==> config.mk <==
export PLATFORM = sky130hd
export DESIGN_NAME = tick_sample_fifo_flat
export DESIGN_NICKNAME = d
export VERILOG_FILES = /design/src/rtl/tick_sample_fifo_pkg.sv /design/src/rtl/tick_sample_fifo_if.sv /design/src/rtl/tick_sample_fifo_sync_fifo_core.sv /design/src/rtl/tick_sample_fifo.sv /design/src/flat_wrapper.sv
export SDC_FILE = /design/constraint.sdc
export NUM_CORES = 1
export LEC_CHECK = 0
export ABC_CLOCK_PERIOD_IN_PS = 2900
export CAP_MARGIN = 20
export CORE_ASPECT_RATIO = 1.4
export CORE_UTILIZATION = 40
export CTS_CLUSTER_SIZE = 25
export DETAILED_ROUTE_END_ITERATION = 8
export HOLD_SLACK_MARGIN = 0.02
export PLACE_DENSITY = 0.65
export SLEW_MARGIN = 20
export SYNTH_ARGS = -nofsm -noshare
export SYNTH_HDL_FRONTEND = slang
export SYNTH_SLANG_ARGS = --single-unit
==> constraint.sdc <==
create_clock -name clk -period 2.9 [get_ports clk]
set_input_delay 0.58 -clock clk [delete_from_list [all_inputs] [get_ports clk]]
set_output_delay 0.58 -clock clk [all_outputs]
set_load 0.005 [all_outputs]
==> src/rtl/tick_sample_fifo_pkg.sv <==
// tick_sample_fifo_pkg
//   Shared TX-chain definitions used by the tick-paced sample buffer:
//   - SAMPLE_WIDTH  : default sample width in bits
//   - IDLE_MIDSCALE : idle sample (mid-scale for an unsigned DAC)
//   - level_width() : occupancy counter width for a given FIFO depth
package tick_sample_fifo_pkg;

  localparam int unsigned SAMPLE_WIDTH = 8;

  localparam logic [SAMPLE_WIDTH-1:0] IDLE_MIDSCALE = 8'h80;

  // The counter needs one more bit than the pointers so it can hold 0..DEPTH.
  function automatic int unsigned level_width(input int unsigned depth);
    return $clog2(depth) + 1;
  endfunction

endpackage : tick_sample_fifo_pkg

==> src/rtl/tick_sample_fifo_if.sv <==
// tick_sample_fifo_if
//   Groups the sample input handshake and the DAC output side.
//   s_data / s_valid / s_ready : upstream valid/ready sample stream
//   m_data / m_strobe          : registered sample and one-cycle new-sample pulse
//   Modports:
//     master : the environment (drives samples, observes the DAC side)
//     slave  : the buffer itself
interface tick_sample_fifo_if
  import tick_sample_fifo_pkg::*;
#(
  parameter int unsigned DATA_WIDTH = SAMPLE_WIDTH
);

  logic [DATA_WIDTH-1:0] s_data;
  logic                  s_valid;
  logic                  s_ready;
  logic [DATA_WIDTH-1:0] m_data;
  logic                  m_strobe;

  modport master (
    output s_data,
    output s_valid,
    input  s_ready,
    input  m_data,
    input  m_strobe
  );

  modport slave (
    input  s_data,
    input  s_valid,
    output s_ready,
    output m_data,
    output m_strobe
  );

endinterface : tick_sample_fifo_if

==> src/rtl/tick_sample_fifo_sync_fifo_core.sv <==
// sync_fifo_core
//   Single-clock FIFO: register-array storage, wrapping pointers, occupancy
//   counter and full/empty flags. Requests are qualified internally, so a
//   write while full or a read while empty is ignored.
//   clk, rst         : clock, asynchronous active-low reset
//   wr_en_i/wr_data_i: write request and data
//   rd_en_i          : read request (advances the read pointer)
//   rd_data_o        : entry at the read pointer (combinational)
//   full_o, empty_o  : occupancy flags
//   level_o          : occupancy, 0..DEPTH
module sync_fifo_core
  import tick_sample_fifo_pkg::*;
#(
  parameter int unsigned DATA_WIDTH = SAMPLE_WIDTH,
  parameter int unsigned DEPTH      = 16
) (
  input  logic                          clk,
  input  logic                          rst,
  input  logic                          wr_en_i,
  input  logic [DATA_WIDTH-1:0]         wr_data_i,
  input  logic                          rd_en_i,
  output logic [DATA_WIDTH-1:0]         rd_data_o,
  output logic                          full_o,
  output logic                          empty_o,
  output logic [level_width(DEPTH)-1:0] level_o
);

  localparam int unsigned AW = $clog2(DEPTH);
  localparam int unsigned LW = level_width(DEPTH);

  logic [DATA_WIDTH-1:0] mem_q [DEPTH];
  logic [AW-1:0]         wr_ptr_q, wr_ptr_d;
  logic [AW-1:0]         rd_ptr_q, rd_ptr_d;
  logic [LW-1:0]         level_q,  level_d;
  logic                  push;
  logic                  pop;

  assign full_o  = (level_q == LW'(DEPTH));
  assign empty_o = (level_q == '0);

  assign push = wr_en_i && !full_o;
  assign pop  = rd_en_i && !empty_o;

  // Writes only happen when not full, so the slot being written is never the
  // one being read in the same cycle; a plain array read is hazard-free.
  assign rd_data_o = mem_q[rd_ptr_q];
  assign level_o   = level_q;

  always_comb begin
    wr_ptr_d = wr_ptr_q;
    rd_ptr_d = rd_ptr_q;
    level_d  = level_q;
    if (push) begin
      wr_ptr_d = wr_ptr_q + AW'(1);
    end
    if (pop) begin
      rd_ptr_d = rd_ptr_q + AW'(1);
    end
    unique case ({push, pop})
      2'b10:   level_d = level_q + LW'(1);
      2'b01:   level_d = level_q - LW'(1);
      default: level_d = level_q;
    endcase
  end

  always_ff @(posedge clk or negedge rst) begin
    if (!rst) begin
      wr_ptr_q <= '0;
      rd_ptr_q <= '0;
      level_q  <= '0;
    end else begin
      wr_ptr_q <= wr_ptr_d;
      rd_ptr_q <= rd_ptr_d;
      level_q  <= level_d;
    end
  end

  // Storage needs no reset: the pointers define which entries are live.
  always_ff @(posedge clk) begin
    if (push) begin
      mem_q[wr_ptr_q] <= wr_data_i;
    end
  end

endmodule : sync_fifo_core

==> src/rtl/tick_sample_fifo.sv <==
// tick_sample_fifo
//   Sample buffer between the modulator/host and the DAC/PWM stage. Samples
//   are accepted on a valid/ready handshake; each tick releases exactly one
//   registered sample with a one-cycle m_strobe. An enabled tick on an empty
//   FIFO emits IDLE_VALUE and sets the sticky underrun flag; a disabled tick
//   emits IDLE_VALUE without popping.
//   clk, rst      : clock, asynchronous active-low reset
//   enable        : ticks pop the FIFO when high
//   tick          : one-cycle sample strobe
//   clr_underrun  : synchronous clear of underrun (a same-cycle set wins)
//   underrun      : sticky underrun flag
//   level         : FIFO occupancy, 0..DEPTH
//   bus (slave)   : s_data/s_valid/s_ready in, m_data/m_strobe out
module tick_sample_fifo
  import tick_sample_fifo_pkg::*;
#(
  parameter int unsigned           DATA_WIDTH = SAMPLE_WIDTH,
  parameter int unsigned           DEPTH      = 16,
  parameter logic [DATA_WIDTH-1:0] IDLE_VALUE = DATA_WIDTH'(IDLE_MIDSCALE)
) (
  input  logic                          clk,
  input  logic                          rst,
  input  logic                          enable,
  input  logic                          tick,
  input  logic                          clr_underrun,
  output logic                          underrun,
  output logic [level_width(DEPTH)-1:0] level,
  tick_sample_fifo_if.slave             bus
);

  logic [DATA_WIDTH-1:0] fifo_rd_data;
  logic                  fifo_full;
  logic                  fifo_empty;
  logic                  pop;
  logic                  starve;

  logic [DATA_WIDTH-1:0] m_data_q,   m_data_d;
  logic                  m_strobe_q, m_strobe_d;
  logic                  underrun_q, underrun_d;

  sync_fifo_core #(
    .DATA_WIDTH (DATA_WIDTH),
    .DEPTH      (DEPTH)
  ) u_core (
    .clk       (clk),
    .rst       (rst),
    .wr_en_i   (bus.s_valid),
    .wr_data_i (bus.s_data),
    .rd_en_i   (pop),
    .rd_data_o (fifo_rd_data),
    .full_o    (fifo_full),
    .empty_o   (fifo_empty),
    .level_o   (level)
  );

  // Readiness depends only on occupancy, never on tick or s_valid.
  assign bus.s_ready = !fifo_full;

  assign pop    = tick && enable && !fifo_empty;
  assign starve = tick && enable &&  fifo_empty;

  always_comb begin
    m_data_d   = m_data_q;
    m_strobe_d = tick;
    underrun_d = underrun_q;
    if (tick) begin
      m_data_d = pop ? fifo_rd_data : IDLE_VALUE;
    end
    // Set has priority over clear so an underrun in the clear cycle is kept.
    if (starve) begin
      underrun_d = 1'b1;
    end else if (clr_underrun) begin
      underrun_d = 1'b0;
    end
  end

  always_ff @(posedge clk or negedge rst) begin
    if (!rst) begin
      m_data_q   <= IDLE_VALUE;
      m_strobe_q <= 1'b0;
      underrun_q <= 1'b0;
    end else begin
      m_data_q   <= m_data_d;
      m_strobe_q <= m_strobe_d;
      underrun_q <= underrun_d;
    end
  end

  assign bus.m_data   = m_data_q;
  assign bus.m_strobe = m_strobe_q;
  assign underrun     = underrun_q;

endmodule : tick_sample_fifo

==> src/flat_wrapper.sv <==
// flat-port wrapper written by rule: the top's interface ports become plain ports
module tick_sample_fifo_flat import tick_sample_fifo_pkg::*;
#(
  parameter int unsigned           DATA_WIDTH = SAMPLE_WIDTH,
  parameter int unsigned           DEPTH      = 16,
  parameter logic [DATA_WIDTH-1:0] IDLE_VALUE = DATA_WIDTH'(IDLE_MIDSCALE)
)
  (clk, rst, enable, tick, clr_underrun, underrun, level, bus_s_data, bus_s_valid, bus_s_ready, bus_m_data, bus_m_strobe);
  tick_sample_fifo_if #(.DATA_WIDTH(DATA_WIDTH)) bus_i ();
  input  logic clk;
  input  logic rst;
  input  logic enable;
  input  logic tick;
  input  logic clr_underrun;
  output logic underrun;
  output logic [level_width(DEPTH)-1:0] level;
  input wire logic [$bits(bus_i.s_data)-1:0] bus_s_data;
  input wire logic [$bits(bus_i.s_valid)-1:0] bus_s_valid;
  output wire logic [$bits(bus_i.s_ready)-1:0] bus_s_ready;
  output wire logic [$bits(bus_i.m_data)-1:0] bus_m_data;
  output wire logic [$bits(bus_i.m_strobe)-1:0] bus_m_strobe;
  assign bus_i.s_data = bus_s_data;
  assign bus_i.s_valid = bus_s_valid;
  assign bus_s_ready = bus_i.s_ready;
  assign bus_m_data = bus_i.m_data;
  assign bus_m_strobe = bus_i.m_strobe;
  tick_sample_fifo #(.DATA_WIDTH(DATA_WIDTH), .DEPTH(DEPTH), .IDLE_VALUE(IDLE_VALUE)) u_core (.clk(clk), .rst(rst), .enable(enable), .tick(tick), .clr_underrun(clr_underrun), .underrun(underrun), .level(level), .bus(bus_i));
endmodule
==> flow_summary.json <==
{
  "clkTransAtPathRegs_ns": 0.06,
  "powerDensity_nw_per_um2": 941.3,
  "cts_tree": "built",
  "vias": 3115,
  "cts_sinks": 151,
  "crit_type": "flop to flop",
  "drt_iter0_markers": 181,
  "rows": 53,
  "synth_edf_count": 128,
  "arrival_ns": 2.93,
  "dp_slack_ns": 0.08597,
  "postCtsSetupBuffers": 0,
  "synth_cell_types": 41,
  "grt_usage_pct": 16.13,
  "maxSlewHeadroom_pct": 57.06,
  "routedWlPerCell_um": 19.98,
  "portBuffers": 29,
  "synthCells": 326,
  "multi_input_area_um2": 1592,
  "setup_viol": 0,
  "start_kind": "flop",
  "synth-main-ff-cell": "edfxtp_1",
  "cts_buffers": 17,
  "die_x_um": 106.6,
  "grt_pass1_vias": 3326,
  "place_congestion": 0.8037,
  "regArea_um2": 4422,
  "fmax_mhz": 382.5,
  "reg2regPathDepth": 10,
  "finClkSkew_ns": 0.008394,
  "startpoint": "u_core.u_core.level_o[0]",
  "crit_end": "u_core.u_core.level_o[4]",
  "syn_to_final_growth_pct": 19.64,
  "ys_async_sr_fraction_pct": 15.23,
  "reg2reg_slack_ns": 0.29,
  "die_area_um2": 15810,
  "synth-seq-cells": 151,
  "dpl.hpwl_mm": 7.649,
  "clockRootBuffer": "clkbuf_16",
  "wirelength_mm": 11.71,
  "dieHeight_um": 148.4,
  "hp-class": "flop to flop",
  "io_pins": 30,
  "report.final.slew_viol_count": 0,
  "synth_area_per_cell_um2": 18.78,
  "fillers": 1258,
  "core_area_um2": 14990,
  "drive_above_1_share_pct": 23.60,
  "cts_buffer_depth": 2,
  "setup_tns_ns": 0,
  "hold_violations": 0,
  "diodes": 0,
  "num-nets-final": 404,
  "grt_pass1_wl_mm": 18.19,
  "drt-vias-per-instance": 5.316,
  "drtPass1Iterations": 6,
  "ys_seq_area_share_pct": 72.21,
  "syn_nets": 349,
  "setup_ws_ns": 0.2859,
  "syn_area_um2": 6122,
  "initial_core_util_pct": 40.85,
  "rr_startpoint": "u_core.u_core.level_o[0]",
  "worst_slew_pin_slew_ns": 0.6441,
  "cts_resized": 0,
  "clock_latency_ns": 0.42,
  "fin_crit_ns": 2.614,
  "crit_required_ns": 3.22,
  "rr_endpoint": "u_core.u_core.level_o[4]",
  "leakage_uw": 0.002511,
  "ant_nets": 0,
  "status": "finished, final reports clean",
  "ir_drop_mv": 0.4709,
  "synth_warnings": 0,
  "finalCritPeriodShare_pct": 90.14,
  "grt.overflow.total": 0,
  "h-tree-depth": 4,
  "crit_fanout": 7,
  "cap_violations": 0,
  "antenna_found_initial": 0,
  "grt_max_degree": 26,
  "endpoint_kind": "flop",
  "hold_buffers": 0,
  "route.detailed.drc": 0,
  "rsz0062_at_grt": "false"
}
## state kept, by name, summed over array words and instances (netlist names)
name	flops
u_core.bus.m_data	8
u_core.underrun	1
u_core.u_core.rd_ptr_q	4
u_core.u_core.level_o	5
u_core.bus.m_strobe	1
u_core.u_core.wr_ptr_q	4
u_core.u_core.mem_q	128
## power by group
part / switching, uW / leakage, uW / internal, uW / total, uW
Clock: 906 / 0.000256 / 1140 / 2050
Sequential: 364 / 0.00144 / 2690 / 3060
Combinational: 802 / 0.000818 / 990 / 1790
Total: 2070 / 0.00251 / 4820 / 6890
## cells in the mapped netlist (all sizes together), types with 5 or more instances
cell type | n | area [um2]
nand2b | 11 | 68.82
dfrtp | 22 | 550.5
ha | 9 | 112.6
nand2 | 16 | 60.06
mux2i | 14 | 140.1
buf | 12 | 68.81
mux4 | 32 | 724.4
nor2 | 17 | 63.81
clkbuf | 5 | 18.77
edfxtp | 128 | 3844
inv | 6 | 22.52
xnor2 | 6 | 52.55
o221ai | 7 | 61.31
## routing by layer
layer,track usage (%),part of all wire [%]
met5,0,0
met1,18.72,41
met4,5.890,1.3
met3,3.769,3.6
met2,28.96,54
## critical path: stages (launching register included)
cell	delay, ns
dfrtp_1	0.46
nor4_4	0.48
a21boi_2	0.13
inv_2	0.07
ha_1	0.30
xor2_1	0.11
ha_1	0.22
o211a_1	0.24
o21ai_0	0.15
o41ai_1	0.10
nor4b_1	0.27
## area by class of cell
class / count / share of cell area [%]
sequential: 151 / 60.37
timing repair buffer: 53 / 6.765
tap: 192 / 3.280
clock buffer: 19 / 6.047
multi-input combinational: 152 / 21.73
clock inverter: 13 / 1.503
inverter: 6 / 0.3075
## kinds of logic after synthesis
kind of cell	synth area share (%)
adders and majority gates	1.839
buffers and inverters	1.798
xor gates and xnor gates	1.431
muxes	14.49
DFF	72.21
and+or+nand+nor	5.252
AOI/OAI and AO/OA	2.984
## cell usage in the layout, fill, tap and decap left out, types with 7 or more instances in the layout
| master | count |
|---|---|
| inv_6 | 7 |
| nor2_1 | 17 |
| mux4_2 | 31 |
| o221ai_1 | 7 |
| ha_1 | 9 |
| dfrtp_1 | 21 |
| buf_4 | 22 |
| mux2i_1 | 14 |
| edfxtp_1 | 128 |
| nand2b_1 | 11 |
| clkdlybuf4s50_1 | 29 |
| nand2_1 | 16 |
| clkbuf_16 | 17 |
## per-stage QoR
step	power (uW)	instances	utilization [%]	hold WS, ns	area (um2)
floorplan	4239	326	-	0.2844	6122
global placement	4873	554	45.18	0.4865	6771
detailed placement	4923	554	45.18	0.4948	6771
CTS	6971	586	48.87	0.5113	7325
global route	7213	586	48.87	0.5398	7325
finish	6894	586	48.87	0.5081	7325
## worst min path at each step
stage,startpoint,endpoint,slack [ns],cells after the start
finish,u_core.bus.m_data[6],u_core.bus.m_data[6],0.51,2
detailed placement,u_core.bus.m_data[6],u_core.bus.m_data[6],0.49,2
floorplan,rst,u_core.bus.m_data[0],0.28,0
global route,u_core.bus.m_data[6],u_core.bus.m_data[6],0.54,2
global placement,u_core.bus.m_data[6],u_core.bus.m_data[6],0.49,2
CTS,u_core.bus.m_data[6],u_core.bus.m_data[6],0.51,2
Note: power is estimated with default switching activity, not from simulation.
